$ cat src/rtl/seq_mux_scanner.sv
// seq_mux_scanner: registered CH-to-1 channel mux with fixed/scan/sweep control FSM
module seq_mux_scanner #(
  parameter int CH = 8,
  parameter int W = 4,
  parameter int DWELL = 4,
  localparam int SELW = $clog2(CH)
) (
  input  logic              clk,
  input  logic              rst,
  input  logic [CH*W-1:0]   in_data,
  input  logic              en,
  input  logic [1:0]        mode,
  input  logic [SELW-1:0]   sel_in,
  output logic [W-1:0]      out_data,
  output logic [SELW-1:0]   out_ch,
  output logic              out_valid,
  output logic              sweep_done
);
  localparam int DCW = DWELL > 1 ? $clog2(DWELL) : 1;
  typedef enum logic [2:0] {IDLE, FIXED, SCAN, SWEEP, DONE} state_t;
  state_t state, state_n, want;
  logic [SELW-1:0] ch_ptr, ch_ptr_n, cur, out_ch_n;
  logic [DCW-1:0] dwell_cnt, dwell_n;
  logic [W-1:0] out_data_n;
  logic out_valid_n, sweep_done_n, cur_ok, last_dwell, last_ch, change;
  always_comb begin
    want = mode == 2'b01 ? SCAN : mode == 2'b10 ? SWEEP : FIXED;
    cur = state == FIXED ? sel_in : ch_ptr;
    cur_ok = {1'b0, cur} < (SELW+1)'(CH);
    last_dwell = dwell_cnt == DCW'(DWELL - 1);
    last_ch = ch_ptr == SELW'(CH - 1);
    // DONE counts as "still in SWEEP mode" so it only leaves on a real mode change
    change = state == DONE ? want != SWEEP : want != state;
    state_n = state;
    ch_ptr_n = ch_ptr;
    dwell_n = dwell_cnt;
    out_data_n = out_data;
    out_ch_n = out_ch;
    out_valid_n = 1'b0;
    sweep_done_n = 1'b0;
    if (!en) begin
      state_n = IDLE;
    end else if (change) begin
      state_n = want;
      ch_ptr_n = '0;
      dwell_n = '0;
    end else if (state != DONE) begin
      out_data_n = cur_ok ? in_data[cur*W +: W] : '0;
      out_ch_n = cur;
      out_valid_n = cur_ok;
      if (state != FIXED) begin
        dwell_n = last_dwell ? '0 : dwell_cnt + DCW'(1);
        ch_ptr_n = !last_dwell ? ch_ptr : last_ch ? '0 : ch_ptr + SELW'(1);
        if (state == SWEEP && last_dwell && last_ch) begin
          state_n = DONE;
          sweep_done_n = 1'b1;
        end
      end
    end
  end
  always_ff @(posedge clk) begin
    if (rst) begin
      state <= IDLE;
      ch_ptr <= '0;
      dwell_cnt <= '0;
      out_data <= '0;
      out_ch <= '0;
      out_valid <= 1'b0;
      sweep_done <= 1'b0;
    end else begin
      state <= state_n;
      ch_ptr <= ch_ptr_n;
      dwell_cnt <= dwell_n;
      out_data <= out_data_n;
      out_ch <= out_ch_n;
      out_valid <= out_valid_n;
      sweep_done <= sweep_done_n;
    end
  end
endmodule

$ cat config.mk
export PLATFORM = sky130hd
export DESIGN_NAME = seq_mux_scanner
export DESIGN_NICKNAME = d
export VERILOG_FILES = /design/src/rtl/seq_mux_scanner.sv
export SDC_FILE = /design/constraint.sdc
export NUM_CORES = 1
export LEC_CHECK = 0
export ABC_AREA = 1
export CAP_MARGIN = 30
export CORE_MARGIN = 3
export CORE_UTILIZATION = 48
export CTS_CLUSTER_DIAMETER = 150
export DETAILED_ROUTE_END_ITERATION = 10
export GPL_TIMING_DRIVEN = 0
export PLACE_DENSITY = 0.81
export SYNTH_ARGS = -nofsm -noshare
export SYNTH_HDL_FRONTEND = slang
export SYNTH_SLANG_ARGS = --single-unit
export TNS_END_PERCENT = 10
$ cat constraint.sdc
create_clock -name clk -period 2.35 [get_ports clk]
set_input_delay 0.47 -clock clk [delete_from_list [all_inputs] [get_ports clk]]
set_output_delay 0.47 -clock clk [all_outputs]
set_load 0.005 [all_outputs]
==> impl_summary.txt <==
----------------------------------------------------
[Critical path]
  Worst EP arrival ... 2.25 ns
  Startpoint Class ... input port
  Worst Setup End Kind ... register
  Required time reported for the critical path endpoint ... roughly 2.6 ns
  CP max FO ... 6
  Crit path kind ... input port to register

[STA]
  Share of the clock period used by the worst path ... between 80% and 90%
  Hold violation count in the final report ... 0
  Maximum clock frequency ... 486 MHz
  Worst clock skew ... 0.00116 ns
  Slew @ Worst Pin ... just under 0.4 ns
  Worst path setup slack after routing ... around 0.3 ns
  Final period demand of the worst path ... between 2 and 2.5 ns
  Setup repair after global routing missed its margin ... no
  Final Slew Violations ... 0
  Final Setup Violations ... 0
  Worst max-slew margin expressed relative to the limit ... 74.0%

[Pwr]
  Internal power ... 492 µW
  Power share of the combinational group ... 36.9%
  Power per cell area ... 383 mW/mm²
  VDD IR-drop max ... approximately 0.52 mV
  Static Leakage ... 0.921 nW
  Final Power ... ~730 µW
  Net switching component of the power ... around 240 µW
  Flop pwr share ... approximately two fifths
  Clock network power share ... 21.1%
  Switching Share ... roughly 33%

[Floorplanning]
  Site Rows ... 18
  Initial standard-cell utilization of the core ... 52.8%
  Core Footprint ... ~0.0026 mm²
  Die Outline Area ... between 0.003 and 0.004 mm²
  Die Height ... roughly 60 µm
  Count of boundary I/O pins ... between 40 and 50
  X dimension of the die ... roughly 60 µm

[Route]
  Total Routed Length ... 3.45 mm
  Count of routing violations after the opening detailed-route iteration ... 67
  Detailed-route wire length per cell ... 11.6 µm
  Number of vias after detailed routing ... ~1500
  Detailed-route DRC error count ... 0
  Vias/cell ... 4.97
  Antenna Violating Nets Remaining ... 0
  Total iterations of the first detailed-routing run ... 4

[Global routing]
  GRT Total Usage ... 20.2%
  First-pass GRT wire length ... ~5.6 mm
  Congestion Overflow GR ... 0
  Number of antenna violations at the first check in global routing ... 0
  Largest net degree at the start of global routing ... 11
  Vias in the first global route ... 1310

[Clocking]
  Clock buffers created by TritonCTS ... 3
  Clock transition at path regs ... around 0.1 ns
  Clock tree from TritonCTS ... built
  Post-CTS Setup Inserts ... 0
  H-tree depth ... 1
  # hold bufs at CTS ... 0
  Sinks on the clock net ... 17
  Gates resized, CTS repair ... 0
  Root Driver ... sky130_fd_sc_hd__clkbuf_4
  Longest Clk Path Bufs ... 2
  Later-pin clock latency in the skew report ... about 0.29 ns

[Synth]
  Sequential fraction of the synthesis area ... roughly a quarter
  Number of storage elements in the synthesis netlist ... 17
  Most common flop cell mapped by yosys ... sky130_fd_sc_hd__dfxtp_1
  Mean area per synthesized cell ... approximately 6.4 µm²
  Yosys warning count ... 0
  Synth Cell Area ... ~0.0014 mm²
  EDFF count, synth ... 0
  Post-synth ARST share ... 0%
  Area fraction of the dominant cell type after synthesis ... between 20% and 30%
  Most instantiated library cell after synthesis ... sky130_fd_sc_hd__nand3_1
  Yosys cell types ... 25
  Syn Inst Count ... between 200 and 250
  Most area-hungry cell type in the Yosys netlist ... sky130_fd_sc_hd__dfxtp_1
  Main area contributors after synthesis ... sky130_fd_sc_hd__dfxtp_1, sky130_fd_sc_hd__nand3_1, sky130_fd_sc_hd__nand2_1, sky130_fd_sc_hd__inv_1, sky130_fd_sc_hd__nand2_4
  Synth cell count leaders ... sky130_fd_sc_hd__nand3_1, sky130_fd_sc_hd__nand2_1, sky130_fd_sc_hd__inv_1, sky130_fd_sc_hd__dfxtp_1, sky130_fd_sc_hd__a21oi_1
  Syn nets ... approximately 260

[Cells and area]
  Antenna fix cells ... 0
  Number of nets in the final layout ... about 310
  Final non-filler cell area ... between 0.0015 and 0.002 mm²
  Utilization after layout ... roughly 73%
  Fraction of final layout cells sized beyond drive strength 1 ... between 10% and 20%
  Area Growth Syn to Fin ... 38.8%

[Placed design]
  Total of buffers placed on input and output ports ... 47
  RePlAce Congestion ... between 0.8 and 0.9
  Hpwl dp ... 2.73 mm
  Placed cell areas ... approximately 0.0019 mm²
  Pre-CTS WS ... -0.00485 ns

[Flow run]
  Count of maximum capacitance violations ... 0

[Status]
  Outcome ... complete, no violations

[Hold path]
  Path category of the worst min-delay check ... register to register

----------------------------------------------------
## through the flow
stage | hold WS [ns] | instances | setup TNS (ns)
final | 0.467 | 296 | 0
after global routing | 0.500 | 296 | 0
after CTS | 0.470 | 296 | 0
after detailed placement | 0.457 | 292 | -0.00485
after global placement | 0.453 | 292 | 0
after floorplan | 0.449 | 215 | 0
## cell type report
cell class                      instances  area, µm²
Fill cell                             239        697
Multi-Input combinational cell        145        832
Sequential cell                        17        340
Inverter                               51        193
Tap cell                               30       37.5
Clock inverter                          1       5.00
Buffer                                  2       15.0
Timing Repair Buffer                   47        470
Clock buffer                            3       22.5
## power groups by stage
stage	Combinational, mW	Sequential [mW]	Clock, mW
floorplan	0.162	0.314	0
global placement	0.267	0.314	0
finish	0.271	0.308	0.155
CTS	0.274	0.308	0.155
global route	0.304	0.309	0.172
detailed placement	0.272	0.314	0
## cell families (layout without fill, tap and decap cells)
group                    after synthesis  after routing  synth area share (%)
AND/OR/NAND/NOR                      124            124                  49.7
buffers and inverters                 53            104                  15.0
AO/OA/AOI/OAI                         17             17                  6.98
flip-flops                            17             17                  24.7
adder cells (fa/ha/maj)                4              4                  3.63
## layout by cell type (no fill, tap or decap), types with 5 or more instances in the layout
cell type and n:
sky130_fd_sc_hd__inv_1 44, sky130_fd_sc_hd__nand2_1 45, sky130_fd_sc_hd__nand2_4 7, sky130_fd_sc_hd__inv_2 5
sky130_fd_sc_hd__a21oi_1 12, sky130_fd_sc_hd__dfxtp_1 17, sky130_fd_sc_hd__nand3_1 49, sky130_fd_sc_hd__clkdlybuf4s50_1 47
## registers in the layout, indices dropped and copies added (netlist names)
register,count
ch_ptr,3
dwell_cnt,2
out_valid,1
state,3
sweep_done,1
out_ch,3
out_data,4
## worst paths after layout
check,endpoint,start,depth (start not counted),slack (ns)
max,ch_ptr[0]$_SDFFE_PP0P_,mode[1],15,0.29
max reg2reg,out_data[2]$_SDFFE_PP0P_,state[1]$_SDFFE_PP0P_,9,0.80
min,out_ch[2]$_SDFFE_PP0P_,out_ch[2]$_SDFFE_PP0P_,2,0.47
min reg2reg,out_ch[2]$_SDFFE_PP0P_,out_ch[2]$_SDFFE_PP0P_,2,0.47
## worst max-delay path, cell delays in order
cell and delay [ns]:
sky130_fd_sc_hd__clkdlybuf4s50_1 0.45, sky130_fd_sc_hd__inv_1 0.04, sky130_fd_sc_hd__ha_1 0.28, sky130_fd_sc_hd__inv_1 0.10, sky130_fd_sc_hd__nand2_1 0.06, sky130_fd_sc_hd__nand2_1 0.07, sky130_fd_sc_hd__nand2_1 0.07, sky130_fd_sc_hd__nand2_2 0.13
sky130_fd_sc_hd__nand4_1 0.09, sky130_fd_sc_hd__nand2_1 0.13, sky130_fd_sc_hd__clkinv_2 0.11, sky130_fd_sc_hd__nand2_4 0.09, sky130_fd_sc_hd__nand2_1 0.05, sky130_fd_sc_hd__nand2_1 0.07, sky130_fd_sc_hd__nor2_2 0.03
## layer usage
layer  vias to the layer above  GRT usage, %  routed length, µm
met5                         -             0                  0
met4                         0          8.23                 65
met3                         9          2.61                296
met2                        46          34.6               1550
met1                       627          25.3               1530
li1                        788             -                  -
No activity file was read; power rests on OpenSTA's default activity.
